$ cat src/rtl/rvv_cmd_queue_pkg.sv
// rtl/rvv_cmd_queue_pkg.sv - shared types and helpers for the RVV command queue
package rvv_cmd_queue_pkg;

  // Stand-in command record; integration swaps in the shared RVVCmd definition.
  typedef struct packed {
    logic [6:0] opcode;
    logic [4:0] vd;
    logic [4:0] vs1;
    logic [4:0] vs2;
    logic [9:0] ctrl;
  } RVVCmd;

  // Widest lane vector leading_ones can scan.
  localparam int unsigned MAX_LANES = 32;

  // Circular pointer advance without relying on power-of-two wrap; k <= depth.
  function automatic int unsigned wrap_add(int unsigned ptr, int unsigned k, int unsigned depth);
    int unsigned sum;
    sum = ptr + k;
    return (sum >= depth) ? (sum - depth) : sum;
  endfunction

  // Count of consecutive ones starting at bit 0, looking at the low 'width' bits only.
  function automatic int unsigned leading_ones(logic [MAX_LANES-1:0] vec, int unsigned width);
    int unsigned n;
    logic        run;
    n   = 0;
    run = 1'b1;
    for (int i = 0; i < MAX_LANES; i++) begin
      if (run && (unsigned'(i) < width) && vec[i]) begin
        n = n + 1;
      end else begin
        run = 1'b0;
      end
    end
    return n;
  endfunction

endpackage

$ cat src/rtl/rvv_prefix_count.sv
// rtl/rvv_prefix_count.sv - length of the leading valid&ready run across issue lanes
module rvv_prefix_count
  import rvv_cmd_queue_pkg::*;
#(
  parameter int unsigned WIDTH = 4
) (
  input  logic [WIDTH-1:0]             valid_i,
  input  logic [WIDTH-1:0]             ready_i,
  output logic [$clog2(WIDTH+1)-1:0]   count_o
);

  localparam int unsigned CW = $clog2(WIDTH + 1);

  logic [MAX_LANES-1:0] hit;

  // A lane accepted after a gap does not count: only the unbroken run from lane 0 pops.
  always_comb begin
    hit              = '0;
    hit[WIDTH-1:0]   = valid_i & ready_i;
    count_o          = CW'(leading_ones(hit, WIDTH));
  end

endmodule

$ cat src/rtl/rvv_cmd_queue.sv
// rtl/rvv_cmd_queue.sv - N-in / M-out circular command queue with capacity credit
module rvv_cmd_queue
  import rvv_cmd_queue_pkg::*;
#(
  parameter type         T         = RVVCmd,
  parameter int unsigned IN_N      = 4,
  parameter int unsigned OUT_N     = 4,
  parameter int unsigned DEPTH     = 16,
  parameter int unsigned RESERVE   = 4,
  parameter int unsigned CAP_CLAMP = 8,
  localparam int unsigned W  = $bits(T),
  localparam int unsigned PW = (DEPTH > 1) ? $clog2(DEPTH) : 1,
  localparam int unsigned CW = $clog2(DEPTH + 1),
  localparam int unsigned IW = $clog2(IN_N + 1),
  localparam int unsigned OW = $clog2(OUT_N + 1)
) (
  input  logic                 clk,
  input  logic                 rst,
  input  logic                 flush_i,
  input  logic [IW-1:0]        in_count_i,
  input  logic [IN_N*W-1:0]    in_data_i,
  output logic [CW-1:0]        in_capacity_o,
  output logic [OUT_N-1:0]     out_valid_o,
  output logic [OUT_N*W-1:0]   out_data_o,
  input  logic [OUT_N-1:0]     out_ready_i,
  output logic [CW-1:0]        fill_level_o,
  output logic                 overflow_err_o
);

  logic [PW-1:0] rd_ptr_q, rd_ptr_d;
  logic [PW-1:0] wr_ptr_q, wr_ptr_d;
  logic [CW-1:0] count_q, count_d;
  logic          ovf_q, ovf_d;

  logic [W-1:0]  mem_q [DEPTH];

  logic [OW-1:0] pop;
  int unsigned   req;
  int unsigned   free_slots;
  int unsigned   enq;
  int unsigned   avail;
  logic [IN_N-1:0] wr_en;
  logic [PW-1:0]   wr_idx [IN_N];

  rvv_prefix_count #(
    .WIDTH (OUT_N)
  ) u_prefix (
    .valid_i (out_valid_o),
    .ready_i (out_ready_i),
    .count_o (pop)
  );

  // Read side and credit: everything here follows the registered state only.
  always_comb begin
    out_valid_o = '0;
    out_data_o  = '0;
    for (int i = 0; i < OUT_N; i++) begin
      out_valid_o[i]        = (unsigned'(i) < 32'(count_q));
      out_data_o[i*W +: W]  = mem_q[PW'(wrap_add(32'(rd_ptr_q), unsigned'(i), DEPTH))];
    end
    avail = ((32'(count_q) + RESERVE) >= DEPTH) ? 0 : (DEPTH - RESERVE - 32'(count_q));
    in_capacity_o = CW'((avail > CAP_CLAMP) ? CAP_CLAMP : avail);
  end

  // Next state: clamp the request to lanes and to free slots, pops are not credited this cycle.
  always_comb begin
    req        = (32'(in_count_i) > IN_N) ? IN_N : 32'(in_count_i);
    free_slots = DEPTH - 32'(count_q);
    enq        = (req > free_slots) ? free_slots : req;
    ovf_d      = ovf_q | (32'(in_count_i) > IN_N) | (req > free_slots);
    for (int j = 0; j < IN_N; j++) begin
      wr_idx[j] = PW'(wrap_add(32'(wr_ptr_q), unsigned'(j), DEPTH));
      wr_en[j]  = !flush_i && (unsigned'(j) < enq);
    end
    if (flush_i) begin
      rd_ptr_d = '0;
      wr_ptr_d = '0;
      count_d  = '0;
    end else begin
      rd_ptr_d = PW'(wrap_add(32'(rd_ptr_q), 32'(pop), DEPTH));
      wr_ptr_d = PW'(wrap_add(32'(wr_ptr_q), enq, DEPTH));
      count_d  = CW'(32'(count_q) + enq - 32'(pop));
    end
  end

  // Pointer, occupancy and sticky overflow registers; reset outranks flush.
  always_ff @(posedge clk) begin
    if (rst) begin
      rd_ptr_q <= '0;
      wr_ptr_q <= '0;
      count_q  <= '0;
      ovf_q    <= 1'b0;
    end else begin
      rd_ptr_q <= rd_ptr_d;
      wr_ptr_q <= wr_ptr_d;
      count_q  <= count_d;
      ovf_q    <= ovf_d;
    end
  end

  // Entry storage carries no reset; accepted lanes land at consecutive wrapped slots.
  always_ff @(posedge clk) begin
    for (int j = 0; j < IN_N; j++) begin
      if (wr_en[j]) begin
        mem_q[wr_idx[j]] <= in_data_i[j*W +: W];
      end
    end
  end

  assign fill_level_o   = count_q;
  assign overflow_err_o = ovf_q;

endmodule

$ cat config.mk
export PLATFORM = sky130hd
export DESIGN_NAME = rvv_cmd_queue
export DESIGN_NICKNAME = d
export VERILOG_FILES = /design/src/rtl/rvv_cmd_queue_pkg.sv /design/src/rtl/rvv_prefix_count.sv /design/src/rtl/rvv_cmd_queue.sv
export SDC_FILE = /design/constraint.sdc
export NUM_CORES = 2
export LEC_CHECK = 0
export CORE_MARGIN = 10
export CORE_UTILIZATION = 45
export DETAILED_ROUTE_END_ITERATION = 8
export PLACE_DENSITY = 0.65
export SLEW_MARGIN = 15
export SYNTH_ARGS = -nofsm -noshare
export SYNTH_HDL_FRONTEND = slang
export SYNTH_SLANG_ARGS = --single-unit
$ cat constraint.sdc
create_clock -name clk -period 5.91 [get_ports clk]
set_clock_uncertainty 0.2 [all_clocks]
set_input_delay 0.8865 -clock clk [delete_from_list [all_inputs] [get_ports clk]]
set_output_delay 0.8865 -clock clk [all_outputs]
set_load 0.02 [all_outputs]
# Yosys cells after proc, flatten, opt, wreduce, memory -nomap -nowiden
# Memory sizes are Yosys's and may differ from the RTL's.
# Cells that the tools add are included.
# classes
bitwise_logic	3
add_sub_neg	26
mux	29
n_reduce_logical	9
n_lt_le_gt_ge	22
# op_table
op	count
1-bit by 32-bit less-than comparator with 1-bit output, first input constant	2
2-bit by 32-bit less-than comparator with 1-bit output, first input constant	2
32-bit two-way mux	2
4-bit two-way mux	10
4-bit by 1-bit subtractor with 4-bit output, second input constant	10
5-bit greater-or-equal comparator, second input constant	7
4-bit by 32-bit adder with 32-bit output	1
32-bit by 5-bit greater-or-equal comparator with 1-bit output, second input constant	1
3-bit by 32-bit > comparator with 1-bit output	1
32-bit by 4-bit > comparator with 1-bit output, second input constant	1
4-bit by 2-bit adder with 5-bit output, second input constant	4
1-bit two-way mux	12
3-bit two-way mux	4
4-bit by 1-bit adder with 5-bit output, second input constant	2
4-bit by 5-bit greater-or-equal comparator with 1-bit output, second input constant	2
1-bit by 5-bit less-than comparator with 1-bit output, first input constant	2
2-bit by 5-bit less-than comparator with 1-bit output, first input constant	2
1-bit logical AND	7
3-bit by 1-bit adder with 3-bit output, second input constant	2
5-bit by 3-bit adder with 6-bit output, second input constant	1
6-bit by 5-bit greater-or-equal comparator with 1-bit output, second input constant	1
4-bit by 5-bit subtractor with 6-bit output, first input constant	1
5-bit by 5-bit subtractor with 6-bit output, first input constant	1
4-bit by 3-bit adder with 5-bit output	1
9 further kinds	10
# word_totals
mem_bits_rw	512
ff_bits	14
n_memories	1
out_inout_bits	143
# memory_table
memory	depth	width	rd	rd_clocked_by_memory_dff	write_ports	line_no	text
mem_q	16	32	4	0	4	rvv_cmd_queue.sv:35	logic [W-1:0] mem_q [DEPTH];

# Logic depth before layout (Yosys ltp)
# logic_depth
depth_word	12
mapped_depth	21
depth_no_buf	19

# Modules after synthesis
# From an unflattened synthesis, not the netlist that was laid out.
# unflattened
cells_unflattened	4791
area_unflattened_um2	46948.8
# modules_own_cells
module	n_inst	cells_per_inst	area_per_inst_um2
rvv_cmd_queue	1	4779	46870.0
rvv_prefix_count	1	12	78.8

# Worst setup path after synthesis
# No wires, ideal clock.
# synth_timing
path_type	register to register
from	register count_q[0], in the netlist fill_level_o[0]
to	memory mem_q[8][0] (netlist name) (enable)
period_less_slack_ns	6.236
arrival_time_ns	5.564
required_time_ns	5.238
setup_ns	0.472
path_slack_ns	-0.326
path_stages_with_launch	15
cell_sequence	dfxtp_1 > inv_1 > ha_1 > xnor2_1 > inv_1 > ha_1 > and3_1 > a21oi_1 > o211ai_4 > buf_6 > buf_6 > a21oi_1 > nand2b_1 > nand3_1 > o311ai_1
# synth_rtl
element	line_no	text
from (decl)	rvv_cmd_queue.sv:32	logic [CW-1:0] count_q, count_d;
from (signal assigned)	rvv_cmd_queue.sv:96	count_q <= count_d;
to (decl)	rvv_cmd_queue.sv:35	

==> metrics.cfg <==
[timing]
max_freq_ghz = 0.182
slew_headroom_pct = 21.2
maxSlewViolCount = 0
worst_pin_slew_ns = 1.18
rsz0062_at_grt = no
tns_ns = 0
finalWorstSetupSlack_ns = 0.410
hold_viol_final = 0
setup_viol = 0
finalCritPeriodShare_pct = 93.1
min_period_ns = 5.50
holdWs_ns = 0.305

[clocking]
htreeDepth = 3
hold_buffers = 0
cts_made_buffers = 69
post_cts_buffers = 0
clk_latency_ns = 0.66
cts-root-buf = clkbuf_16
clock-sinks = 526
path_clk_slew_ns = 0.06
clock_path_buffers = 3
tritoncts = done
cts_resized = 0

[worst_hold_path]
hold_class = register to register
hold_end = overflow_err_o$_SDFF_PP0_
min_from = overflow_err_o$_SDFF_PP0_
holdPathStages = 2

[place]
port_buffers = 279
dp.final_hpwl_um = 145000
gp_congestion = 1.03
dpl_worst_slack_ns = 0.322

[logic_synthesis]
synthFlopType = edfxtp_1
synth.avg_cell_area_sq_um = 11.1
synth_edf_count = 512
syn_nets = 4612
ys_ff_latch = 526
syn_area_sq_um = 49500
synth-seq-area-share_pct = 31.6
syn_inst = 4447
netlist-cell-type-count = 69
synthArstFlopShare_pct = 0
yosysWarnings = 0

[critical_path]
r2r_start = fill_level_o[1]$_SDFF_PP0_
r2r_cells = 13
crit_type = register to register
setup.worst_path.start_class = register
r2r_slack_ns = 0.41
critical_path_required_ns = 5.99
r2r_end = mem_q[0][8]$_DFFE_PP_
arrival_ns = 5.58
critPathCaptureType = register
crit_path_max_fanout = 18

[run]
max-cap-violations = 0

[routing]
remaining_drc_errors = 3
drt_pass1_iterations = 9
drtIter0Drc = 8871
dr_total_vias = 47100
wl_um = 234000
ant_nets = 0
routed_via_density = 8.09
wl_per_cell_um = 40.2

[layout]
areaGrowthSynthToFinish_pct = 12.6
mostFrequentLayoutCells = 640 x mux4_2, 512 x edfxtp_1, 475 x a211oi_1, 451 x o21ai_0, 354 x nor2b_1
fin_nets = 4505
nFillCells = 9440
layout_commonest_cell = mux4_2
drive_above_1_share_pct = 23.8

[floorplanning]
die_w_um = 352
ios = 281
die_h_um = 352
initial_core_util_pct = 45.4
placementRows = 121
coreArea_sq_um = 109000
dieArea_sq_um = 124000

[grt]
antenna_found_initial = 15
grt_pass1_vias = 44900
grt_pass1_wl_um = 330000
overflow = 0
grt_max_degree = 167
track_usage_pct = 36.9

[power]
power.density_nw_per_um2 = 362
ir_drop_mv = 0.316
p_sw_w = 0.00821
sequentialPowerShare_pct = 28.0
power_frac_clock_pct = 21.4
leakage_nw = 16.9
finalPower_w = 0.0202
combPwrFrac_pct = 50.7
p_int_w = 0.0120
swShare_pct = 40.7

[run_status]
outcome = complete, but fails checks
violations = design-rule violations

-- cell families after synthesis --
| kind of cell | count (synthesis) | share of synthesized area, % |
|---|---|---|
| compound gates | 1573 | 21.1 |
| flops | 526 | 31.6 |
| simple gates | 984 | 10.9 |
| mux | 644 | 29.2 |
| buf+inv | 673 | 6.02 |
| xor+xnor | 19 | 0.352 |
| fa+ha+maj | 27 | 0.759 |
| other cells | 1 | 0.00758 |
-- through the flow --
| stage | instances | area [sq um] | util [%] |
|---|---|---|---|
| 2_1_floorplan | 4447 | 49500 | - |
| 3_3_place_gp | 5683 | 53400 | 49.0 |
| 3_5_place_dp | 5683 | 53400 | 49.0 |
| 4_1_cts | 5804 | 55600 | 51.1 |
| 5_1_grt | 5813 | 55700 | 51.1 |
| 6_report | 5819 | 55700 | 51.1 |
-- critical path, cell delays in order (launching register included) --
cell	delay, ns
dfxtp_1	0.50
inv_1	0.14
ha_1	0.29
xnor2_1	0.36
inv_1	0.10
ha_1	0.31
and3_1	0.22
a21oi_1	0.28
o211ai_4	0.18
a21oi_1	0.24
nand2b_1	0.42
nand3b_1	0.35
o31ai_4	0.97
buf_4	0.52
-- cell type report --
class / count / area [sq um] / share of cell area [%]
repair buffers: 475 / 4550 / 8.17
clock inverters: 42 / 358 / 0.643
flip-flops and latches: 526 / 15700 / 28.1
well taps: 1414 / 1770 / 3.18
multi-input cells: 3248 / 31400 / 56.3
clock buffers: 79 / 1850 / 3.32
inverters: 20 / 75.1 / 0.135
diodes: 15 / 37.5 / 0.0674
-- registers in the layout, indices dropped and copies added, names as in the netlist --
register / cells
mem_q: 512
fill_level_o: 5
rd_ptr_q: 4
overflow_err_o: 1
wr_ptr_q: 4
-- metal layers --
metal	wire length [um]	GRT usage (%)	vias to the layer above
met5	281	1.37	-
met3	41800	15.9	1162
li1	-	-	17700
met1	76500	46.0	23000
met4	17400	22.7	14
met2	98000	52.5	5137
-- power by group through the flow --
| stage | sequential (W) | combinational (W) | clock [W] |
|---|---|---|---|
| 4_1_cts | 0.00558 | 0.0100 | 0.00428 |
| 6_report | 0.00564 | 0.0102 | 0.00431 |
| 5_1_grt | 0.00567 | 0.0106 | 0.00443 |
| 3_5_place_dp | 0.00565 | 0.00997 | 0 |
| 2_1_floorplan | 0.00537 | 0.00638 | 0 |
| 3_3_place_gp | 0.00561 | 0.00987 | 0 |
-- synthesized netlist by cell type, types with 6 or more instances --
cell type    n  area, sq um
mux4_2     640        14400
edfxtp_1   512        15400
a211oi_1   478         3590
o21ai_0    456         2280
clkbuf_1   381         1430
nor2b_1    354         2210
nand2_1    315         1180
o21ai_1    291         1460
o2bb2ai_1  288         2520
and3_1     172         1080
buf_2      136          681
buf_1       86          323
nor2_1      41          154
buf_4       25          188
buf_6       23          259
ha_1        22          275
inv_1       20         75.1
nand3_1     18         90.1
dfxtp_1     14          280
a21oi_1     13         65.1
and2_1      13         81.3
xnor2_1     11         96.3
nor3_1      10         50.1
nor3_2      10          100
a211oi_4     7          140
xor2_1       7         61.3
a311oi_1     6         52.6
-- how the worst max path moves through the flow --
stage	depth (start not counted)	end	from	slack [ns]
floorplan	14	mem_q[12][0]$_DFFE_PP_	fill_level_o[0]$_SDFF_PP0_	-0.17
global placement	13	mem_q[0][9]$_DFFE_PP_	in_count_i[2]	0.41
detailed placement	11	mem_q[0][9]$_DFFE_PP_	in_count_i[2]	0.32
CTS	5	out_data_o[125]	rd_ptr_q[0]$_SDFF_PP0_	0.47
global route	5	out_data_o[29]	rd_ptr_q[0]$_SDFF_PP0_	0.27
finish	13	mem_q[0][8]$_DFFE_PP_	fill_level_o[1]$_SDFF_PP0_	0.41
(Power assumes the default switching activity.)
